## src/rtl/vehicle_sensor_conditioner.sv

```systemverilog
`default_nettype none
// +----------------------------------------------------------------------------+
// | vehicle_sensor_conditioner                                                 |
// | Country-road detector conditioning: sync, debounce, arrival/departure      |
// | counting and car-waiting request (X) for the traffic signal controller.    |
// | Revision: 1.0                                                              |
// +----------------------------------------------------------------------------+
module vehicle_sensor_conditioner #(
  parameter int         DEBOUNCE      = 4,
  parameter int         DEPART_CYCLES = 8,
  parameter int         MAX_CARS      = 15,
  parameter int         CW            = 4,
  parameter logic [1:0] GREEN_CODE    = 2'd2
) (
  input  logic          clock,
  input  logic          clear,
  input  logic          sensor_raw,
  input  logic [1:0]    cntry,
  output logic          X,
  output logic [CW-1:0] car_count,
  output logic          overflow
);

  localparam int DBW = (DEBOUNCE > 1) ? $clog2(DEBOUNCE) : 1;
  localparam int TW  = (DEPART_CYCLES > 1) ? $clog2(DEPART_CYCLES) : 1;

  localparam logic [DBW-1:0] C_DEB_LAST = DBW'(DEBOUNCE - 1);
  localparam logic [TW-1:0]  C_TMR_LAST = TW'(DEPART_CYCLES - 1);
  localparam logic [CW-1:0]  C_MAX_CARS = CW'(MAX_CARS);

  typedef enum logic [1:0] {
    ST_IDLE  = 2'd0,
    ST_REQ   = 2'd1,
    ST_SERVE = 2'd2
  } state_t;

  logic           sync1_q, sync1_d;
  logic           sync_q, sync_d;
  logic           filtered_q, filtered_d;
  logic           filt_prev_q, filt_prev_d;
  logic [DBW-1:0] deb_cnt_q, deb_cnt_d;
  logic [TW-1:0]  timer_q, timer_d;
  logic           depart_q, depart_d;
  logic [CW-1:0]  car_count_q, car_count_d;
  logic           overflow_q, overflow_d;
  logic           x_q, x_d;
  state_t         state_q, state_d;

  logic           arrival;
  logic           departure;
  logic           is_green;

  always_comb begin
    sync1_d     = sensor_raw;
    sync_d      = sync1_q;
    filtered_d  = filtered_q;
    deb_cnt_d   = '0;
    filt_prev_d = filtered_q;

    // Counter only advances while the synchronised level disagrees with the filter.
    if (sync_q != filtered_q) begin
      if (deb_cnt_q == C_DEB_LAST) begin
        filtered_d = ~filtered_q;
      end else begin
        deb_cnt_d = deb_cnt_q + 1'b1;
      end
    end

    arrival  = filtered_q & ~filt_prev_q;
    is_green = (cntry == GREEN_CODE);

    // Departure pulse is registered so the first one lands DEPART_CYCLES after GREEN.
    timer_d  = '0;
    depart_d = 1'b0;
    if (is_green) begin
      if (timer_q == C_TMR_LAST) begin
        depart_d = 1'b1;
      end else begin
        timer_d = timer_q + 1'b1;
      end
    end

    departure = depart_q && (car_count_q != '0);

    car_count_d = car_count_q;
    overflow_d  = overflow_q;
    case ({arrival, departure})
      2'b10: begin
        if (car_count_q == C_MAX_CARS) begin
          overflow_d = 1'b1;
        end else begin
          car_count_d = car_count_q + 1'b1;
        end
      end
      2'b01:   car_count_d = car_count_q - 1'b1;
      default: car_count_d = car_count_q;
    endcase

    state_d = state_q;
    case (state_q)
      ST_IDLE: begin
        if (car_count_d != '0) begin
          state_d = is_green ? ST_SERVE : ST_REQ;
        end
      end
      ST_REQ: begin
        if (car_count_d == '0) begin
          state_d = ST_IDLE;
        end else if (is_green) begin
          state_d = ST_SERVE;
        end
      end
      ST_SERVE: begin
        if (car_count_d == '0) begin
          state_d = ST_IDLE;
        end else if (!is_green) begin
          state_d = ST_REQ;
        end
      end
      default: state_d = ST_IDLE;
    endcase

    x_d = (state_d != ST_IDLE);
  end

  always_ff @(posedge clock) begin
    if (clear) begin
      sync1_q     <= 1'b0;
      sync_q      <= 1'b0;
      filtered_q  <= 1'b0;
      filt_prev_q <= 1'b0;
      deb_cnt_q   <= '0;
      timer_q     <= '0;
      depart_q    <= 1'b0;
      car_count_q <= '0;
      overflow_q  <= 1'b0;
      x_q         <= 1'b0;
      state_q     <= ST_IDLE;
    end else begin
      sync1_q     <= sync1_d;
      sync_q      <= sync_d;
      filtered_q  <= filtered_d;
      filt_prev_q <= filt_prev_d;
      deb_cnt_q   <= deb_cnt_d;
      timer_q     <= timer_d;
      depart_q    <= depart_d;
      car_count_q <= car_count_d;
      overflow_q  <= overflow_d;
      x_q         <= x_d;
      state_q     <= state_d;
    end
  end

  assign X         = x_q;
  assign car_count = car_count_q;
  assign overflow  = overflow_q;

endmodule
`default_nettype wire

```

## config.mk

```make
export PLATFORM = sky130hd
export DESIGN_NAME = vehicle_sensor_conditioner
export DESIGN_NICKNAME = d
export VERILOG_FILES = /design/src/rtl/vehicle_sensor_conditioner.sv
export SDC_FILE = /design/constraint.sdc
export NUM_CORES = 1
export LEC_CHECK = 0
export ABC_CLOCK_PERIOD_IN_PS = 6500
export CORE_MARGIN = 5
export CORE_UTILIZATION = 56
export DETAILED_ROUTE_END_ITERATION = 8
export PLACE_DENSITY = 0.92
export SYNTH_ARGS = -nofsm -noshare
export SYNTH_HDL_FRONTEND = slang
export SYNTH_SLANG_ARGS = --single-unit
```

## constraint.sdc

```tcl
create_clock -name clock -period 6.5 [get_ports clock]
set_input_delay 1.3 -clock clock [delete_from_list [all_inputs] [get_ports clock]]
set_output_delay 1.3 -clock clock [all_outputs]
set_load 0.05 [all_outputs]
```

-- Word-level counts from Yosys, hierarchy flattened
Cells that the tools add are included.
- add/sub/neg operators: 4
- eq/ne operators: 9
- muxes and demuxes: 10
- bitwise logic cells: 5
- reductions and logical operators: 11
- operators by type and width (operator ; number):
    2-bit two-way mux ; 6
    2-bit == test, second input constant ; 4
    4-bit one-hot mux with 2 select lines ; 1
    4-bit nonzero test ; 2
    2-bit one-hot mux with 3 select lines ; 1
    3-bit OR reduction ; 2
    4-bit by 1-bit adder with 4-bit output, second input constant ; 1
    2-bit by 1-bit == test with 1-bit output, second input constant ; 2
    4-bit == test, second input constant ; 1
    4-bit zero test ; 1
    4-bit two-way mux ; 1
    1-bit inverter ; 4
    2-bit AND reduction ; 2
    4-bit by 1-bit subtractor with 4-bit output, second input constant ; 1
    3-bit by 1-bit adder with 3-bit output, second input constant ; 1
    3-bit == test, second input constant ; 1
    2-bit by 1-bit adder with 2-bit output, second input constant ; 1
    2-bit zero test ; 1
    2-bit nonzero test ; 1
    2-bit OR reduction ; 1
    1-bit AND ; 1
    1-bit logical AND ; 1
    1-bit two-way mux ; 1
    1-bit != test ; 1
- bits in registers: 18
- logic and storage cells: 50

-- Longest topological paths before layout
Gate-level depths: netlist of run 1.
- depth after elaboration: 8
- mapped depth: 11
- gate-level depth less buffers: 11

-- Worst setup path after synthesis of run 1
OpenSTA, ideal clock, no wires.
- path type: reg-to-reg
- start: register car_count_q[0], in the netlist car_count[0]
- end: register state_q[0]
- library setup time: 103 ps
- arrival: 2444 ps
- slack: 3953 ps
- cell stages (with the launch flop): 11
- buffers on the path: 0
- period minus slack after synthesis: 2547 ps
- path through: dfxtp_1 > inv_1 > ha_1 > nand2b_1 > o21a_1 > ha_1 > nand2b_1 > or3_1 > o211ai_2 > nor4_2 > a2111oi_2
- word-level cells in the longest chain between the ends: 7
- elaborated cells between the ends (all ways): 15
- classes of those cells: add/sub (2); eq/ne (3); mux (6); reduce/logical (4)
- RTL lines (element ; RTL line ; text):
    start, declared ; 44 ; logic [CW-1:0] car_count_q, car_count_d;
    start signal, assigned ; 147 ; car_count_q <= car_count_d;
    parallel branches: the longest is 3 deep, another holds 4-bit by 1-bit adder with 4-bit output ; -- ;
    4-bit one-hot mux with 2 select lines (*) ; 87 ; case ({arrival, departure})
    4-bit zero test / 4-bit nonzero test (equally long branches) ; 107, 114, 102 ;
    2-bit two-way mux, on equally long branches ; 114, 102, 107 ;
    2-bit one-hot mux with 3 select lines (*) ; 100 ; case (state_q)
    end signal, assigned ; 150 ; state_q <= state_d;
    end, declared ; 47 ; state_t state_q, state_d;
Mark *: on every way between the ends.
A chain may end at the register's enable or synchronous reset.

-- Worst setup path in the final report of run 1
- start: register car_count_q[2], in the netlist car_count[2]
- end: output car_count[2]
- RTL lines (element ; RTL line ; text):
    end, declared ; 20 ; output logic [CW-1:0] car_count,
No word-level cell between the ends.

==> results of run 1 <==
## cells in the final DEF (no fill, tap or decap), types with 2 or more instances in the layout
| cell | instances |
|---|---|
| dfxtp_1 | 18 |
| clkdlybuf4s50_1 | 10 |
| nor2b_1 | 9 |
| inv_1 | 8 |
| ha_1 | 7 |
| nor2_1 | 6 |
| o211ai_1 | 4 |
| nand2b_1 | 3 |
| nor3_1 | 3 |
| clkbuf_4 | 3 |
| or3_1 | 2 |
| nand3b_1 | 2 |
| nand3_1 | 2 |
| nand2_1 | 2 |
| a21oi_1 | 2 |
| and2_1 | 2 |
## kinds of logic (layout without fill, tap and decap cells)
group                    Yosys count  in the layout  synth area share [%]
flip-flops                        18             18                  43.1
adder cells (fa/ha/maj)            7              7                  10.5
AO/OA/AOI/OAI                     14             14                  13.8
AND/OR/NAND/NOR                   35             35                  25.0
buffers and inverters             10             21                  5.39
multiplexers                       1              1                  1.20
XOR/XNOR                           1              1                  1.05
## routing by layer
metal / share of wire, % / up-vias / GRT usage (%)
met5: 0 / - / 0
met4: 1.8 / 0 / 5.38
met3: 4.2 / 4 / 4.29
met2: 52 / 12 / 24.3
met1: 42 / 293 / 15.2
li1: - / 330 / -
## sequential cells by signal, indices dropped and copies added, names as in the netlist
signal       count
X                1
car_count        4
deb_cnt_q        2
depart_q         1
filt_prev_d      1
filt_prev_q      1
overflow         1
state_q          2
sync1_q          1
sync_q           1
timer_q          3
## area by class of cell
class                   instances  area share [%]
multi-input cells              58            44.7
flip-flops and latches         18            37.4
repair buffers                 10            10.4
inverters                       8            3.12
clock buffers                   3            2.34
well taps                      16            2.08
## power by group through the flow
stage | Combinational, uW | Clock, uW | Sequential (uW)
2_1_floorplan | 2.58 | 0 | 114
3_3_place_gp | 5.47 | 0 | 114
3_5_place_dp | 5.78 | 0 | 114
4_1_cts | 5.86 | 53.6 | 112
5_1_grt | 6.45 | 59.8 | 112
6_report | 5.74 | 52.6 | 112
## Yosys cell counts
cell	number	area share, %
and2_0	1	0.75
and2_1	2	1.5
buf_6	1	1.3
nor2b_1	9	6.7
o31ai_1	1	0.90
nand2b_1	3	2.2
o21ai_0	1	0.60
a21oi_1	2	1.2
a31o_2	1	1.0
nor4_2	1	1.5
o211ai_1	4	3.6
nand2_1	2	0.90
nand4b_1	1	1.0
or3_4	1	1.3
nand3b_1	2	1.8
or3_1	2	1.5
nor3_1	3	1.8
nand3_1	2	1.2
a41oi_1	1	1.0
ha_1	7	10
a41o_1	1	1.2
xnor2_1	1	1.0
mux2i_1	1	1.2
inv_1	8	3.6
clkbuf_1	1	0.45
o211ai_2	1	1.5
a2111oi_2	1	1.8
o21a_1	1	0.90
nor2_1	6	2.7
dfxtp_1	18	43
## how the worst min path moves through the flow
stage,from,end,depth (start not counted)
6_report,deb_cnt_q[0],deb_cnt_q[0],1
4_1_cts,timer_q[0],timer_q[0],1
2_1_floorplan,deb_cnt_q[0],deb_cnt_q[0],1
3_5_place_dp,timer_q[0],timer_q[0],1
3_3_place_gp,deb_cnt_q[0],deb_cnt_q[0],1
5_1_grt,sync1_q,sync_q,1
## through the flow
step / util [%] / worst slack [ps] / hold slack [ps]
5_1_grt: 66.3 / 3440 / 469
2_1_floorplan: - / 3950 / 397
3_3_place_gp: 64.7 / 3860 / 406
6_report: 66.3 / 3520 / 444
3_5_place_dp: 64.7 / 3840 / 428
4_1_cts: 66.3 / 3520 / 448
==> results.sh, run 1 <==
export IMPL_layout_drive_gt1_share_pct=8.25
export IMPL_total_power_uw=170
export IMPL_crit_type="flop to primary output"
export IMPL_final_hold_violation_count=0
export IMPL_dr_total_vias=639
export IMPL_dp_hpwl_microns=1110
export IMPL_clkSinkCount=18
export IMPL_clkLatencyLatePin_ps=290
export IMPL_first_iter_violations=16
export IMPL_ys_types=30
export IMPL_die_w_microns=48.6
export IMPL_period_share_pct=45.8
export IMPL_viasPerCell=5.65
export IMPL_slew_headroom_pct=66.5
export IMPL_worstSetupEndpoint="car_count[2]"
export IMPL_wl_microns=1470
export IMPL_r2r_cells=10
export IMPL_worstSetupPathDepth=1
export IMPL_cp_num_buf_inv=1
export IMPL_ant_nets=0
export IMPL_synth_seq_cells=18
export IMPL_port_buffers=10
export IMPL_cts_tree="yes"
export IMPL_ys_warn_count=0
export IMPL_layout_area_seq_sq_um=360
export IMPL_fin_nets=111
export IMPL_antenna_found_initial=0
export IMPL_hold_class="flop to flop"
export IMPL_cpMaxStageDelayCell="clkdlybuf4s50_1"
export IMPL_grt_pass1_vias=626
export IMPL_dpl_cell_area_sq_um=941
export IMPL_p_leak_uw=0.000371
export IMPL_clkTransAtPathRegs_ps=90
export IMPL_fin_tns_setup_ps=0
export IMPL_worst_pin_slew_ps=501
export IMPL_synthToLayoutAreaGrowth_pct=15.3
export IMPL_drtPass1Iterations=4
export IMPL_antenna_cells=0
export IMPL_cts_root_buffer="clkbuf_4"
export IMPL_gp_congestion=0.865
export IMPL_r2r_start="car_count[0]"
export IMPL_post_synth_cell_area_avg_sq_um=9.72
export IMPL_power_density_mw_per_mm2=177
export IMPL_syn_area_sq_um=836
export IMPL_nFillCells=131
export IMPL_swShare_pct=20.1
export IMPL_syn_nets=98
export IMPL_drc=0
export IMPL_end_kind="primary output"
export IMPL_core_sq_mm=0.00145
export IMPL_report_final_slew_viol_count=0
export IMPL_crit_chain="clkdlybuf4s50_1"
export IMPL_rsz0062_at_grt="false"
export IMPL_grt_max_degree=14
export IMPL_rr_endpoint="state_q[0]"
export IMPL_startpoint_type="flop"
export IMPL_cts_setup_buffers=0
export IMPL_initial_core_util_pct=57.5
export IMPL_irDropWorstVdd_mv=0.131
export IMPL_grt_pass1_wl_microns=2610
export IMPL_internal_power_uw=136
export IMPL_final_cell_area_sq_um=963
export IMPL_holdBufCountCts=0
export IMPL_dieArea_sq_mm=0.00236
export IMPL_cp_max_fo=11
export IMPL_finalCriticalPeriod_ps=2980
export IMPL_grt_overflow=0
export IMPL_grtUsageTotal_pct=13.8
export IMPL_crit_start="car_count[2]"
export IMPL_syn_inst=86
export IMPL_worstPathRequired_ps=5200
export IMPL_multi_input_area_sq_um=430
export IMPL_ys_seq_area_share_pct=43.1
export IMPL_io_pins=11
export IMPL_finClkSkew_ps=1.42
export IMPL_setup_viol=0
export IMPL_p_switching_uw=34.2
export IMPL_crit_path_max_incr_delay_ps=870
export IMPL_outcome="finished clean"
export IMPL_rows=14
export IMPL_timing_fmax_ghz=0.336
export IMPL_cts_made_buffers=3
export IMPL_post_drt_wl_per_cell_microns=13.0
export IMPL_clkPwrFrac_pct=30.9
export IMPL_dp_cells=110
export IMPL_final_cells=113
export IMPL_cts_buffer_depth=2
export IMPL_die_y_microns=48.6
export IMPL_cts_resized=0
export IMPL_seq_power_share_pct=65.7
export IMPL_crit_family="buffers and inverters"
export IMPL_max_cap_viol_count=0
export IMPL_cts_htree_levels=1
export IMPL_reg2reg_slack_ps=3990
export IMPL_arrival_ps=1680
export IMPL_combPwrFrac_pct=3.4
No activity file was read; power rests on OpenSTA's default activity.
==> run 2: changes to the inputs <==
--- a/config.mk
+++ b/config.mk
@@ -5,11 +5,11 @@
 export SDC_FILE = /design/constraint.sdc
 export NUM_CORES = 1
 export LEC_CHECK = 0
-export ABC_CLOCK_PERIOD_IN_PS = 6500
+export ABC_CLOCK_PERIOD_IN_PS = 2600
 export CORE_MARGIN = 5
-export CORE_UTILIZATION = 56
+export CORE_UTILIZATION = 47
 export DETAILED_ROUTE_END_ITERATION = 8
-export PLACE_DENSITY = 0.92
+export PLACE_DENSITY = 0.83
 export SYNTH_ARGS = -nofsm -noshare
 export SYNTH_HDL_FRONTEND = slang
 export SYNTH_SLANG_ARGS = --single-unit
==> constraint.sdc (replaced) <==
create_clock -name clock -period 2.6 [get_ports clock]
set_input_delay 0.52 -clock clock [delete_from_list [all_inputs] [get_ports clock]]
set_output_delay 0.52 -clock clock [all_outputs]
set_load 0.05 [all_outputs]
==> run 2 against run 1 <==
Compared with the run above:
- first-iteration DRC count decreased by 44%
- largest power group unchanged
- utilization shrank 7.7 points
- worst hold slack got worse by 16 ps
- setup slack lost 3300 ps
- combinational power grew to 2.5 times the previous value
- sequential power is 150% higher
- wire length is 0.82% lower
- via count down 2.5%
- clock skew about the same
==> results.sh, run 2 (synthesis gave the netlist of run 1 again) <==
export IMPL_period_share_pct=92.4
export IMPL_core_sq_mm=0.00171
export IMPL_reg2reg_slack_ps=200
export IMPL_p_leak_uw=0.000383
export IMPL_combPwrFrac_pct=3.1
export IMPL_timing_fmax_ghz=0.416
export IMPL_worst_pin_slew_ps=514
export IMPL_swShare_pct=19.3
export IMPL_clkTransAtPathRegs_ps=100
export IMPL_report_final_slew_viol_count=0
export IMPL_first_iter_violations=9
export IMPL_port_buffers=10
export IMPL_cts_tree="yes"
export IMPL_total_power_uw=460
export IMPL_rr_endpoint="state_q[0]"
export IMPL_final_hold_violation_count=0
export IMPL_grt_overflow=0
export IMPL_startpoint_type="flop"
export IMPL_drtPass1Iterations=4
export IMPL_finalCriticalPeriod_ps=2400
export IMPL_grt_max_degree=14
export IMPL_die_y_microns=52.2
export IMPL_cts_made_buffers=3
export IMPL_clkLatencyLatePin_ps=280
export IMPL_slew_headroom_pct=65.6
export IMPL_layout_area_seq_sq_um=362
export IMPL_worstSetupEndpoint="state_q[0]"
export IMPL_r2r_cells=10
export IMPL_post_drt_wl_per_cell_microns=11.8
export IMPL_gp_congestion=0.875
export IMPL_rsz0062_at_grt="false"
export IMPL_max_cap_viol_count=0
export IMPL_antenna_found_initial=0
export IMPL_viasPerCell=5.02
export IMPL_internal_power_uw=371
export IMPL_cts_root_buffer="clkbuf_4"
export IMPL_rows=15
export IMPL_dieArea_sq_mm=0.00272
export IMPL_grt_pass1_wl_microns=2610
export IMPL_synthToLayoutAreaGrowth_pct=19.6
export IMPL_power_density_mw_per_mm2=460
export IMPL_wl_microns=1460
export IMPL_largest_register_ffs=4
export IMPL_multi_input_area_sq_um=433
export IMPL_p_switching_uw=88.8
export IMPL_antenna_cells=0
export IMPL_fin_tns_setup_ps=0
export IMPL_clkPwrFrac_pct=36.1
export IMPL_initial_core_util_pct=48.9
export IMPL_holdBufCountCts=0
export IMPL_dr_total_vias=623
export IMPL_cts_buffer_depth=2
export IMPL_crit_start="car_count[1]"
export IMPL_end_kind="flop"
export IMPL_mostFrequentLayoutCells="dfxtp_1 (17), clkdlybuf4s50_1 (10), nor2b_1 (9), inv_1 (8)"
export IMPL_setup_viol=0
export IMPL_grtUsageTotal_pct=12.9
export IMPL_cts_setup_buffers=0
export IMPL_ant_nets=0
export IMPL_drc=0
export IMPL_hold_class="flop to flop"
export IMPL_crit_type="flop to flop"
export IMPL_grt_pass1_vias=627
export IMPL_cp_max_fo=7
export IMPL_final_common_cell="dfxtp_1"
export IMPL_fin_nets=112
export IMPL_cts_htree_levels=1
export IMPL_final_util_pct=58.5
export IMPL_irDropWorstVdd_mv=0.316
export IMPL_layout_drive_gt1_share_pct=12.1
export IMPL_seq_power_share_pct=60.7
export IMPL_io_pins=11
export IMPL_worstPathRequired_ps=2790
export IMPL_clkSinkCount=18
export IMPL_finClkSkew_ps=1.33
export IMPL_nFillCells=160
export IMPL_outcome="finished clean"
export IMPL_r2r_start="car_count[1]"
export IMPL_arrival_ps=2590
export IMPL_dp_hpwl_microns=1100
export IMPL_die_w_microns=52.2
run 2: worst max-delay path, stage by stage (launching register included):
cell	delay (ps)
dfxtp_1	450
inv_1	70
ha_1	200
nand2b_1	100
o21a_1	150
ha_2	310
nand2b_1	190
or3_1	370
o211ai_2	100
nor4_2	80
a2111oi_2	280
run 2: what timing repair did:
| item | 4_1_cts | 5_1_grt |
|---|---|---|
| setup endpoints to repair | 0 | 3 |
| hold endpoints to repair | 0 | 0 |
| gates resized for setup | 0 | 2 |
run 2: layer usage:
layer / share of wire (%) / global-route usage (%)
met1: 47 / 15.6
met2: 48 / 22.0
met3: 4.5 / 1.99
met4: 0.89 / 6.38
met5: 0 / 0
run 2: area by class of cell:
type                    count  share of cell area, %
clock buffers               4                   3.63
inverters                   8                   3.00
multi-input cells          58                   43.3
flip-flops and latches     18                   36.2
well taps                  25                   3.13
repair buffers             11                   10.8
run 2: metrics by stage:
step	cell area (sq um)	hold slack (ps)	std cells	setup slack, ps
after global routing	1000	457	124	9.40
after floorplan	836	397	86	53.1
final	1000	427	124	197
after CTS	996	427	124	114
after global placement	960	405	120	259
after detailed placement	960	409	120	161
run 2: how the worst min path moves through the flow:
stage,cells past startpoint,end,start,slack (ps)
2_1_floorplan,1,deb_cnt_q[0],deb_cnt_q[0],400
3_3_place_gp,1,deb_cnt_q[0],deb_cnt_q[0],400
3_5_place_dp,1,deb_cnt_q[0],deb_cnt_q[0],410
4_1_cts,1,deb_cnt_q[0],deb_cnt_q[0],430
5_1_grt,1,deb_cnt_q[0],deb_cnt_q[0],460
6_report,1,deb_cnt_q[0],deb_cnt_q[0],430
run 2: power by group through the flow:
stage	Clock [uW]	Sequential [uW]	Combinational [uW]
final	166	279	14.4
after global routing	184	280	16.3
after CTS	174	279	14.6
after detailed placement	0	286	14.5
after global placement	0	286	13.9
after floorplan	0	286	6.44
==> run 3: changes to the inputs <==
--- a/config.mk
+++ b/config.mk
@@ -6,10 +6,12 @@
 export NUM_CORES = 1
 export LEC_CHECK = 0
 export ABC_CLOCK_PERIOD_IN_PS = 2600
+export CELL_PAD_IN_SITES_DETAIL_PLACEMENT = 0
+export CELL_PAD_IN_SITES_GLOBAL_PLACEMENT = 2
 export CORE_MARGIN = 5
-export CORE_UTILIZATION = 47
+export CORE_UTILIZATION = 29
 export DETAILED_ROUTE_END_ITERATION = 8
-export PLACE_DENSITY = 0.83
+export PLACE_DENSITY = 0.82
 export SYNTH_ARGS = -nofsm -noshare
 export SYNTH_HDL_FRONTEND = slang
 export SYNTH_SLANG_ARGS = --single-unit
==> run 3 against run 2 <==
Compared with the run above:
- register-to-register slack better by 20 ps
- maximum frequency up 0.63%
- via count down 0.96%
- final cell count up 4.8%
- critical path type unchanged
- critical endpoint unchanged
==> results.sh, run 3 (synthesis gave the netlist of run 1 again) <==
export IMPL_outcome="finished clean"
export IMPL_worst_hold_startpoint="deb_cnt_q[0]"
export IMPL_multi_input_area_sq_um=439
export IMPL_dieArea_sq_mm=0.00406
export IMPL_startpoint_type="flop"
export IMPL_fin_nets=113
export IMPL_hold_path_end="deb_cnt_q[0]"
export IMPL_first_iter_violations=8
export IMPL_reg2reg_slack_ps=210
export IMPL_end_kind="flop"
export IMPL_grt_pass1_wl_microns=2500
export IMPL_drtPass1Iterations=4
export IMPL_viasPerCell=4.75
export IMPL_clkTransAtPathRegs_ps=90
export IMPL_rows=19
export IMPL_holdBufCountCts=0
export IMPL_setup_viol=0
export IMPL_rr_endpoint="state_q[0]"
export IMPL_finClkSkew_ps=1.84
export IMPL_max_cap_viol_count=0
export IMPL_initial_core_util_pct=30.3
export IMPL_cts_tree="yes"
export IMPL_post_drt_wl_per_cell_microns=10.8
export IMPL_worst_pin_slew_ps=497
export IMPL_grtUsageTotal_pct=7.70
export IMPL_clkSinkCount=18
export IMPL_largest_register_ffs=4
export IMPL_period_share_pct=91.9
export IMPL_cts_root_buffer="clkbuf_4"
export IMPL_r2r_start="car_count[1]"
export IMPL_antenna_cells=0
export IMPL_cts_htree_levels=1
export IMPL_ant_nets=0
export IMPL_synthToLayoutAreaGrowth_pct=20.5
export IMPL_io_pins=11
export IMPL_die_y_microns=63.7
export IMPL_port_buffers=10
export IMPL_report_final_slew_viol_count=0
export IMPL_min_path_cells=1
export IMPL_pre_cts_slack_ps=193
export IMPL_irDropWorstVdd_mv=0.248
export IMPL_wl_microns=1410
export IMPL_hold_class="flop to flop"
export IMPL_crit_type="flop to flop"
export IMPL_worstPathRequired_ps=2790
export IMPL_antenna_found_initial=0
export IMPL_cts_made_buffers=3
export IMPL_die_w_microns=63.7
export IMPL_fin_tns_setup_ps=0
export IMPL_grt_max_degree=14
export IMPL_power_density_mw_per_mm2=421
export IMPL_final_common_cell="dfxtp_1"
export IMPL_gp_congestion=0.873
export IMPL_finalCriticalPeriod_ps=2390
export IMPL_core_sq_mm=0.00276
export IMPL_nFillCells=287
export IMPL_dr_total_vias=617
export IMPL_final_hold_violation_count=0
export IMPL_arrival_ps=2570
export IMPL_layout_drive_gt1_share_pct=11.1
export IMPL_dp_hpwl_microns=1090
export IMPL_slew_headroom_pct=66.8
export IMPL_mostFrequentLayoutCells="dfxtp_1 (17), clkdlybuf4s50_1 (10), nor2b_1 (9), inv_1 (8), ha_1 (7)"
export IMPL_setup_ws_ps=212
export IMPL_p_leak_uw=0.000388
export IMPL_timing_fmax_ghz=0.419
export IMPL_clkLatencyLatePin_ps=280
export IMPL_drc=0
export IMPL_cts_buffer_depth=2
export IMPL_grt_overflow=0
export IMPL_total_power_uw=424
export IMPL_grt_pass1_vias=622
export IMPL_r2r_cells=10
export IMPL_rsz0062_at_grt="false"
export IMPL_cp_max_fo=7
export IMPL_layout_area_seq_sq_um=362
-- run 3: cell count changes in the layout (fill, tap and decap cells not counted), sizes merged --
| cell | delta |
|---|---|
| buf | +1 |
| clkbuf | -1 |
-- run 3: cell type report --
cell class / count / area share (%)
clock buffer: 3 / 2.24
inverter: 8 / 2.98
multi-input combinational: 58 / 43.6
sequential: 18 / 35.9
tap: 31 / 3.85
timing repair buffer: 12 / 11.4
-- run 3: how the worst max path moves through the flow --
stage	startpoint	end	cells past startpoint
2_1_floorplan	car_count[0]	state_q[0]	10
3_3_place_gp	car_count[0]	state_q[0]	10
3_5_place_dp	car_count[0]	state_q[0]	10
4_1_cts	car_count[0]	state_q[0]	10
5_1_grt	car_count[1]	state_q[0]	10
6_report	car_count[1]	state_q[0]	10
-- run 3: timing repair --
action	in CTS	in global routing
resized for setup	0	2
buffers inserted	0	0
setup endpoints to repair	0	3
-- run 3: stage by stage --
stage,area (sq um),utilization [%],hold slack [ps],std cells
floorplan,836,-,397,86
global placement,975,35.3,405,127
detailed placement,975,35.3,420,127
CTS,997,36.2,434,130
global route,1010,36.5,459,130
finish,1010,36.5,425,130
-- run 3: per-layer routing --
layer	global-route usage (%)	vias up	wire, microns
li1	-	325	-
met1	8.79	282	689
met2	12.1	8	644
met3	2.66	2	66
met4	4.94	0	8
met5	0	-	0
-- run 3: critical path, stage by stage, from the launching register on --
cell	delay [ps]
dfxtp_1	380
inv_1	80
ha_1	150
nand2b_1	80
o21a_1	190
ha_1	370
nand2b_1	210
or3_1	370
o211ai_2	120
nor4_4	70
a2111oi_2	280
-- run 3: where the power goes --
part / internal (uW) / switching (uW)
logic: 7.86 / 6.23
registers: 278 / 1.19
clock network: 53.7 / 77.3
